## src/rtl/ex_stage_pkg.sv

```systemverilog
// Shared definitions for the execute stage: ALU opcodes, buffer-state encoding
// and the per-entry flag/metadata bundle carried alongside each result.
package ex_stage_pkg;

  localparam logic [2:0] ALU_AND = 3'b000;
  localparam logic [2:0] ALU_OR  = 3'b001;
  localparam logic [2:0] ALU_ADD = 3'b010;
  localparam logic [2:0] ALU_SUB = 3'b110;
  localparam logic [2:0] ALU_SLT = 3'b111;

  typedef enum logic [1:0] {
    BUF_EMPTY = 2'd0,
    BUF_ONE   = 2'd1,
    BUF_FULL  = 2'd2
  } buf_state_t;

  typedef struct packed {
    logic       zero;
    logic       carry;
    logic       ovf;
    logic [4:0] rd;
    logic       wen;
    logic       exc;
  } ex_meta_t;

  function automatic logic is_arith(input logic [2:0] op);
    return (op == ALU_ADD) || (op == ALU_SUB);
  endfunction

endpackage

```

## src/rtl/ex_stage_alu.sv

```systemverilog
// Combinational ALU: AND, OR, ADD, SUB, SLT. Opcode bit 2 selects subtract in
// the shared adder, so carry always reflects that adder's carry-out.
module alu
  import ex_stage_pkg::*;
#(
  parameter int DATA_WIDTH = 32
) (
  input  logic [DATA_WIDTH-1:0] a,
  input  logic [DATA_WIDTH-1:0] b,
  input  logic [2:0]            op,
  output logic [DATA_WIDTH-1:0] result,
  output logic                  zero,
  output logic                  carry,
  output logic                  ovf
);

  localparam int MSB = DATA_WIDTH - 1;

  logic                  sub;
  logic [DATA_WIDTH-1:0] b_eff;
  logic [DATA_WIDTH-1:0] sum;
  logic                  add_ovf;

  assign sub   = op[2];
  assign b_eff = sub ? ~b : b;
  assign {carry, sum} = {1'b0, a} + {1'b0, b_eff} + {{DATA_WIDTH{1'b0}}, sub};
  assign add_ovf = (a[MSB] == b_eff[MSB]) && (sum[MSB] != a[MSB]);

  // NOTE: every always_comb output gets a default first so no path can infer a latch.
  always_comb begin
    result = '0;
    case (op)
      ALU_AND: result = a & b;
      ALU_OR:  result = a | b;
      ALU_ADD: result = sum;
      ALU_SUB: result = sum;
      ALU_SLT: result = {{(DATA_WIDTH-1){1'b0}}, sum[MSB] ^ add_ovf};
      default: result = '0;
    endcase
  end

  assign zero = (result == '0);
  assign ovf  = is_arith(op) & add_ovf;

endmodule

```

## src/rtl/ex_stage.sv

```systemverilog
// Execute stage: operand forwarding, one ALU, and a two-entry (main + skid)
// output buffer. Define EX_OVF_TRAP_EN to trap on ADD/SUB signed overflow.
module ex_stage
  import ex_stage_pkg::*;
#(
  parameter int DATA_WIDTH = 32
) (
  input  logic                  clk,
  input  logic                  rst_n,
  input  logic                  in_valid,
  output logic                  in_ready,
  input  logic [DATA_WIDTH-1:0] in_a,
  input  logic [DATA_WIDTH-1:0] in_b,
  input  logic [2:0]            in_aluop,
  input  logic                  fwd_a,
  input  logic                  fwd_b,
  input  logic [4:0]            in_rd,
  input  logic                  in_wen,
  output logic                  out_valid,
  input  logic                  out_ready,
  output logic [DATA_WIDTH-1:0] out_result,
  output logic                  out_zero,
  output logic                  out_carry,
  output logic                  out_ovf,
  output logic [4:0]            out_rd,
  output logic                  out_wen,
  output logic                  out_exc
);

  buf_state_t            state;
  buf_state_t            state_nxt;
  logic [DATA_WIDTH-1:0] last_result;
  logic [DATA_WIDTH-1:0] main_result;
  logic [DATA_WIDTH-1:0] skid_result;
  ex_meta_t              main_meta;
  ex_meta_t              skid_meta;
  ex_meta_t              new_meta;

  logic [DATA_WIDTH-1:0] op_a;
  logic [DATA_WIDTH-1:0] op_b;
  logic [DATA_WIDTH-1:0] alu_result;
  logic                  alu_zero;
  logic                  alu_carry;
  logic                  alu_ovf;
  logic                  trap;
  logic                  accept;
  logic                  drain;

  assign op_a = fwd_a ? last_result : in_a;
  assign op_b = fwd_b ? last_result : in_b;

  alu #(.DATA_WIDTH(DATA_WIDTH)) u_alu (
    .a      (op_a),
    .b      (op_b),
    .op     (in_aluop),
    .result (alu_result),
    .zero   (alu_zero),
    .carry  (alu_carry),
    .ovf    (alu_ovf)
  );

`ifdef EX_OVF_TRAP_EN
  assign trap = alu_ovf;
`else
  assign trap = 1'b0;
`endif

  always_comb begin
    new_meta       = '0;
    new_meta.zero  = alu_zero;
    new_meta.carry = alu_carry;
    new_meta.ovf   = alu_ovf;
    new_meta.rd    = in_rd;
    new_meta.wen   = in_wen & ~trap;
    new_meta.exc   = trap;
  end

  // Ready comes from registered state only, never from out_ready.
  assign in_ready  = rst_n && (state != BUF_FULL);
  assign out_valid = (state != BUF_EMPTY);
  assign accept    = in_valid & in_ready;
  assign drain     = out_valid & out_ready;

  always_comb begin
    state_nxt = state;
    case (state)
      BUF_EMPTY: if (accept) state_nxt = BUF_ONE;
      BUF_ONE: begin
        if (accept && !drain)      state_nxt = BUF_FULL;
        else if (!accept && drain) state_nxt = BUF_EMPTY;
      end
      BUF_FULL:  if (drain) state_nxt = BUF_ONE;
      default:   state_nxt = BUF_EMPTY;
    endcase
  end

  // NOTE: sequential state uses non-blocking assignments so all registers update together.
  always_ff @(posedge clk) begin
    if (!rst_n) state <= BUF_EMPTY;
    else        state <= state_nxt;
  end

  // NOTE: the skid entry is cleared on reset too, so no stale entry can resurface.
  always_ff @(posedge clk) begin
    if (!rst_n) begin
      last_result <= '0;
      main_result <= '0;
      main_meta   <= '0;
      skid_result <= '0;
      skid_meta   <= '0;
    end else begin
      if (accept && !trap) last_result <= alu_result;
      case (state)
        BUF_EMPTY: begin
          if (accept) begin
            main_result <= alu_result;
            main_meta   <= new_meta;
          end
        end
        BUF_ONE: begin
          if (accept && drain) begin
            main_result <= alu_result;
            main_meta   <= new_meta;
          end else if (accept) begin
            skid_result <= alu_result;
            skid_meta   <= new_meta;
          end else if (drain) begin
            main_result <= '0;
            main_meta   <= '0;
          end
        end
        BUF_FULL: begin
          if (drain) begin
            main_result <= skid_result;
            main_meta   <= skid_meta;
            skid_result <= '0;
            skid_meta   <= '0;
          end
        end
        default: ;
      endcase
    end
  end

  assign out_result = main_result;
  assign out_zero   = main_meta.zero;
  assign out_carry  = main_meta.carry;
  assign out_ovf    = main_meta.ovf;
  assign out_rd     = main_meta.rd;
  assign out_wen    = main_meta.wen;
  assign out_exc    = main_meta.exc;

endmodule

```

## config.mk

```make
export PLATFORM = sky130hd
export DESIGN_NAME = ex_stage
export DESIGN_NICKNAME = d
export VERILOG_FILES = /design/src/rtl/ex_stage_pkg.sv /design/src/rtl/ex_stage_alu.sv /design/src/rtl/ex_stage.sv
export SDC_FILE = /design/constraint.sdc
export NUM_CORES = 1
export LEC_CHECK = 0
export CAP_MARGIN = 20
export CORE_UTILIZATION = 35
export CTS_CLUSTER_SIZE = 40
export DETAILED_ROUTE_END_ITERATION = 16
export PLACE_DENSITY_LB_ADDON = 0.08
export RECOVER_POWER = 100
export SETUP_SLACK_MARGIN = 0.2
export SLEW_MARGIN = 0
export SYNTH_ARGS = -nofsm -noshare
export SYNTH_HDL_FRONTEND = slang
export SYNTH_SLANG_ARGS = --single-unit
```

## constraint.sdc

```tcl
create_clock -name clk -period 6.2 [get_ports clk]
set_input_delay 1.55 -clock clk [delete_from_list [all_inputs] [get_ports clk]]
set_output_delay 1.55 -clock clk [all_outputs]
set_load 0.1 [all_outputs]
```

# Word level (Yosys, flattened, before mapping)
# Cells that the tools add are included.
dict set report word_totals {
  output_inout_bits 44
  regBits 118
  wordCells 84
  inputBits 79
}
dict set report classes {
  n_reduce_logical 18
  mux 25
  add_sub_neg 2
  bitwise_logic 7
  eq_ne 16
}
# op count
set op_table {}
lappend op_table {{$mux 32} 9}
lappend op_table {{$pmux 32 s4} 1}
lappend op_table {{$pmux 32 s3} 1}
lappend op_table {{$pmux 32 s2} 1}
lappend op_table {{$mux 10} 6}
lappend op_table {{$add 32x32->33} 1}
lappend op_table {{$add 33x1->33} 1}
lappend op_table {{$and 32x32->32} 1}
lappend op_table {{$logic_not 32->1} 1}
lappend op_table {{$not 32->32} 1}
lappend op_table {{$or 32x32->32} 1}
lappend op_table {{$pmux 10 s3} 1}
lappend op_table {{$pmux 10 s2} 1}
lappend op_table {{$ne 2x2->1 const B} 5}
lappend op_table {{$ne 3x3->1 const B} 3}
lappend op_table {{$mux 2} 4}
lappend op_table {{$eq 3x3->1 const B} 2}
lappend op_table {{$pmux 2 s3} 1}
lappend op_table {{$logic_and 1x1->1} 5}
lappend op_table {{$reduce_and 5->1} 1}
lappend op_table {{$reduce_and 4->1} 1}
lappend op_table {{$reduce_bool 2->1} 2}
lappend op_table {{$and 1x1->1} 3}
lappend op_table {{$eq 3x1->1 const B} 1}
lappend op_table {{13 further kinds} 14}

# Depth between registers and ports, before layout
dict set report depth {
  word_depth 13
  ltp_mapped 21
  ltp_nobuf 15
}

# Cells and area by module
# A second synthesis with hierarchy kept.
dict set report hier_totals {
  hier_cells 1101
  area_unflattened_um2 9064.9
}
# module instances seq_area_each_um2 cells_per_inst area_per_inst_um2
set modules_own_cells {}
lappend modules_own_cells {ex_stage 1 2322.2 650 5995.8}
lappend modules_own_cells {alu 1 0.0 451 3069.2}

# Worst setup path before layout
# Ideal clock, no wire load.
dict set report synth_path {
  path_kind {input port to flip-flop}
  startpoint {input port fwd_b}
  endpoint {register main_meta (netlist bit out_zero)}
  t_required_ns 6.130
  path_slack_ns 0.258
  cell_stages 20
  t_arrival_ns 5.871
  path_buffers 6
  setup_ns 0.070
  path_cell_list {buf_4 > buf_6 > buf_2 > buf_2 > buf_2 > buf_2 > mux2i_1 > xnor2_1 > ha_1 > a21oi_1 > o21a_1 > o22ai_2 > or4b_4 > o211ai_1 > o211ai_1 > o21bai_1 > or4b_1 > and4b_1 > nand4_1 > o21ai_1}
}
dict set report synth_via {
  elab_chain_len 12
  word_cells_on_any_way 16
  cone_classes {add/sub: 2; eq/ne: 2; mux: 6; bitwise: 4; reduce/logical: 2}
}
# item line
set synth_lines {}
lappend synth_lines {{start, declared} ex_stage.sv:16} ;# input logic fwd_b,
lappend synth_lines {{$mux 32 *} ex_stage.sv:50} ;# assign op_b = fwd_b ? last_result : in_b;
lappend synth_lines {{$not 32->32} ex_stage_alu.sv:25} ;# assign b_eff = sub ? ~b : b;
lappend synth_lines {{$mux 32} ex_stage_alu.sv:25}
lappend synth_lines {{$add 32x32->33} ex_stage_alu.sv:26} ;# assign {carry, sum} = {1'b0, a} + {1'b0, b_eff} + {{DATA_WIDTH{1'b0}}, sub};
lappend synth_lines {{$add 33x1->33} ex_stage_alu.sv:26}
lappend synth_lines {{$ne 1x1->1} ex_stage_alu.sv:27} ;# assign add_ovf = (a[MSB] == b_eff[MSB]) && (sum[MSB] != a[MSB]);
lappend synth_lines {{$logic_and 1x1->1} ex_stage_alu.sv:27}
lappend synth_lines {{$xor 1x1->1} ex_stage_alu.sv:37} ;# ALU_SLT: result = {{(DATA_WIDTH-1){1'b0}}, sum[MSB] ^ add_ovf};
lappend synth_lines {{$pmux 32 s4 *} ex_stage_alu.sv:32} ;# case (op)
lappend synth_lines {{$logic_not 32->1 *} ex_stage_alu.sv:42} ;# assign zero = (result == '0);
lappend synth_lines {{$mux 10 (on tied branches)} {ex_stage.sv:121, ex_stage.sv:115}}
lappend synth_lines {{$pmux 10 s3 *} ex_stage.sv:113} ;# case (state)
lappend synth_lines {{end signal, assigned} ex_stage.sv:117} ;# main_meta <= new_meta;
lappend synth_lines {{end signal, assigned} ex_stage.sv:123} ;# main_meta <= new_meta;
lappend synth_lines {{end signal, assigned} ex_stage.sv:135} ;# main_meta <= skid_meta;
lappend synth_lines {{end, declared} ex_stage.sv:35} ;# ex_meta_t main_meta;
# Mark *: on every way between the ends. The rest lies on a longest branch, timed or not. The select of a mux whose other input is x is not followed.
# A chain may end at the register's enable or synchronous reset.

# Worst setup path after layout
dict set report layout_path {
  startpoint {input port fwd_a}
  endpoint {register skid_meta[9] in the netlist's numbering}
}
dict set report layout_via {
  elab_chain_len 11
  word_cells_on_any_way 14
  cone_classes {add/sub: 2; eq/ne: 2; mux: 5; bitwise: 3; reduce/logical: 2}
}
# item line
set layout_lines {}
lappend layout_lines {{start, declared} ex_stage.sv:15} ;# input logic fwd_a,
lappend layout_lines {{$mux 32 *} ex_stage.sv:49} ;# assign op_a = fwd_a ? last_result : in_a;
lappend layout_lines {{$add 32x32->33} ex_stage_alu.sv:26}
lappend layout_lines {{$add 33x1->33} ex_stage_alu.sv:26}
lappend layout_lines {{$ne 1x1->1} ex_stage_alu.sv:27}
lappend layout_lines {{$logic_and 1x1->1} ex_stage_alu.sv:27}
lappend layout_lines {{$xor 1x1->1} ex_stage_alu.sv:37}
lappend layout_lines {{$pmux 32 s4 *} ex_stage_alu.sv:32}
lappend layout_lines {{$logic_not 32->1 *} ex_stage_alu.sv:42}
lappend layout_lines {{$mux 10 *} ex_stage.sv:124} ;# end else if (accept) begin
lappend layout_lines {{$mux 10 *} ex_stage.sv:121} ;# if (accept && drain) begin
lappend layout_lines {{$pmux 10 s2 *} ex_stage.sv:113}
lappend layout_lines {{end signal, assigned} ex_stage.sv:126} ;# skid_meta <= new_meta;
lappend layout_lines {{end, declared} ex_stage.sv:36} ;# ex_meta_t skid_meta;
# Marks and branches as above.

==> impl_metrics.tcl <==
set metrics [dict create \
    outcome "finished with violations" \
    violations "max-capacitance violations, max-slew violations" \
    synth_compound_area_share_pct 28.3 \
    n_antenna_cell 0 \
    p_leak_uw 0.00440 \
    grt_max_degree 78 \
    fin_skew_ns 0.00997 \
    drt-initial-drc-count 731 \
    synthAdderAreaFrac_pct 6.66 \
    critPathKind "in2reg" \
    wl_per_cell_um 21.1 \
    synth_ff_type "dfxtp_1" \
    clockBufferDepth 2 \
    syn_to_final_growth_pct 22.7 \
    power_density_nw_per_um2 344 \
    yosysTopAreaCell "dfxtp_1" \
    synthTopCellsByArea "dfxtp_1 26%, nor2_1 5.5%, mux2_2 5.5%" \
    cts.sinks 116 \
    setup_tns_ns 0 \
    crit_fanout 21 \
    ctsResizeCount 0 \
    grt_use_total_pct 26.1 \
    start_util_pct 35.7 \
    r2r-start "state[0]" \
    antenna_found_initial 2 \
    slew_viol_final 56 \
    synth_nets 1291 \
    avgViaCountPerCell 5.76 \
    crit_required_ns 6.56 \
    cts_buffers 17 \
    clk_latency_ns 0.42 \
    finalHoldViolations 0 \
    cts_hold_buf 0 \
    hold_start "skid_meta[9]" \
    synth_top_family_by_area "compound AO/OA/AOI/OAI gates" \
    finalSetupViolations 0 \
    min_path_cells 2 \
    arrival_ns 5.96 \
    fin_crit_ns 5.61 \
    fmax_mhz 178 \
    netlist_instances 1175 \
    reg2reg_depth 12 \
    worstHoldEndpoint "skid_meta[9]" \
    synth_mux_area_share_pct 7.77 \
    dp_hpwl_mm 25.3 \
    grt_pass1_wl_mm 52.0 \
    rsz0062_at_grt "false" \
    synth_cell_types 87 \
    worst_pin_slew_ns 2.67 \
    power_uw 3810 \
    fp.dieArea_um2 26400 \
    cts_tree "done" \
    synth_xor_area_share_pct 4.86 \
    vdd_drop_max_uv 197 \
    fin_nets 1390 \
    dr.pass1.iters 6 \
    drive_above_1_share_pct 9.80 \
    end_kind "flop" \
    die_h_um 162 \
    cts.clk_slew.worst_paths_ns 0.06 \
    worstReg2RegEnd "out_result[5]" \
    dr_total_vias 9308 \
    cts_root_buffer "clkbuf_16" \
    worstSetupStartpointType "input pin" \
    min_path_type "reg2reg" \
    synth_simple_gate_area_share_pct 20.9 \
    postRouteAntennaNets 0 \
    synth_edf_count 0 \
    fin_crit_sh_pct 90.4 \
    grt_pass1_vias 8501 \
    slew_headroom_pct -79.6 \
    core_um2 25300 \
    grt.overflow.total 0 \
    rows 58 \
    htreeDepth 4 \
    die_w_um 162 \
    yosys.area.top_type_share_pct 25.8 \
    utilization_pct 43.8 \
    io_pins 123 \
    wirelength_mm 34.0 \
    synth-async-reset-ratio_pct 0 \
    postSynthAreaPerCell_um2 7.67 \
    ys_seq_area_share_pct 25.8 \
    syn_area_um2 9010 \
    yosysWarnings 0 \
    synth-seq-cells 116 \
    drc 0 \
    maxCapViolations 2 \
    r2r_slack_ns 1.85 \
    io_buffers 121 \
    cts_setup_buffers 0 \
    gp_congestion 0.974 \
]
[logic make-up (layout without fill, tap and decap cells)]
group                      after synthesis  in the layout
AOI/OAI and AO/OA                      379            379
xor gates and xnor gates                50             50
adders and majority gates               50             50
buffers and inverters                  109            220
DFF                                    116            116
muxes                                   64             64
other                                    1              1
and+or+nand+nor                        406            406
[how the worst max path moves through the flow]
stage,start,endpoint,slack (ns),depth (start not counted)
floorplan,fwd_b,out_zero,0.26,20
global placement,fwd_a,out_zero,0.36,15
detailed placement,fwd_a,out_zero,0.39,15
CTS,fwd_a,out_zero,0.82,15
global route,fwd_a,skid_meta[9],0.26,15
finish,fwd_a,skid_meta[9],0.59,15
[per-stage QoR]
stage	cell area (µm²)	setup WS (ns)	std cells	hold slack (ns)
floorplan	9010	0.258	1175	0.431
global placement	10600	0.362	1585	0.444
detailed placement	10600	0.392	1585	0.442
CTS	11200	0.815	1616	0.453
global route	11100	0.262	1616	0.482
finish	11100	0.594	1616	0.458
[worst max-delay path: stages]
cell	delay, ns
buf_2	0.51
clkbuf_1	0.40
mux2_1	0.42
ha_1	0.45
and2_1	0.25
a221oi_1	0.48
o21ai_0	0.15
a21o_1	0.23
a21oi_1	0.19
o221ai_1	0.15
a31oi_1	0.38
or2b_1	0.26
nor4_1	0.25
nand4_1	0.15
nand2_1	0.12
[cells in the final DEF, fill, tap and decap left out, types with 4 or more instances in the layout]
cell	n
inv_1	20
a211oi_1	27
clkbuf_16	17
nand2_1	113
a21oi_1	74
a21boi_0	9
or3_1	11
nor2b_1	7
mux2i_1	19
nor3_1	24
mux2_2	43
dfxtp_1	116
o21bai_1	4
xor2_1	25
and3_1	12
o21a_1	7
clkbuf_1	17
maj3_1	13
nand3_1	49
dlygate4sd3_1	43
nor2_1	131
nand2b_1	16
o211ai_1	23
clkinv_4	4
clkdlybuf4s50_1	74
xnor2_1	25
a21o_1	13
buf_4	27
and2_1	5
a22oi_1	59
nor4_1	6
o22ai_1	9
o21ai_0	87
ha_1	36
nand4_1	11
a31oi_1	15
o221ai_1	4
[synthesized netlist by cell type (4+ instances only)]
master / instances
nor2_1: 132
dfxtp_1: 116
nand2_1: 113
o21ai_0: 85
a21oi_1: 74
a22oi_1: 59
clkbuf_1: 58
nand3_1: 49
mux2_2: 44
ha_1: 36
a211oi_1: 27
xnor2_1: 25
xor2_1: 25
nor3_1: 23
o211ai_1: 23
inv_1: 19
mux2i_1: 19
nand2b_1: 16
a31oi_1: 15
a21o_1: 13
maj3_1: 13
and3_1: 12
buf_2: 12
nand4_1: 11
or3_1: 11
a21boi_0: 9
buf_6: 9
nor2b_1: 8
o22ai_1: 8
nor4_1: 6
o21a_1: 6
and2_1: 5
buf_1: 4
o21bai_1: 4
o221ai_1: 4
[report_power, final]
part / total, µW / leakage [µW] / switching [µW] / internal (µW)
logic: 1910 / 0.00318 / 1340 / 570
clock network: 994 / 0.000276 / 401 / 593
registers: 904 / 0.000946 / 56.7 / 847
total: 3810 / 0.00440 / 1800 / 2010
[cell type report]
class	count	area (µm²)
clock buffer	17	425
multi-input combinational	950	6160
sequential	116	2320
clock inverter	14	154
timing repair buffer	167	1500
inverter	22	82.6
fill	2568	14200
tap	330	413
[sequential cells by signal, indices dropped and copies added (netlist names)]
register	count
last_result	32
out_result	32
skid_result	32
skid_meta	9
out_rd	5
state	2
out_carry	1
out_ovf	1
out_wen	1
out_zero	1
[metal layers]
metal,vias to the layer above,wire length (µm),track usage [%]
met3,48,2140,3.92
met4,0,1060,9.56
met5,-,0,0
met2,372,14700,38.9
li1,4531,-,-
met1,4357,16100,37.5
No activity file was read; power rests on OpenSTA's default activity.
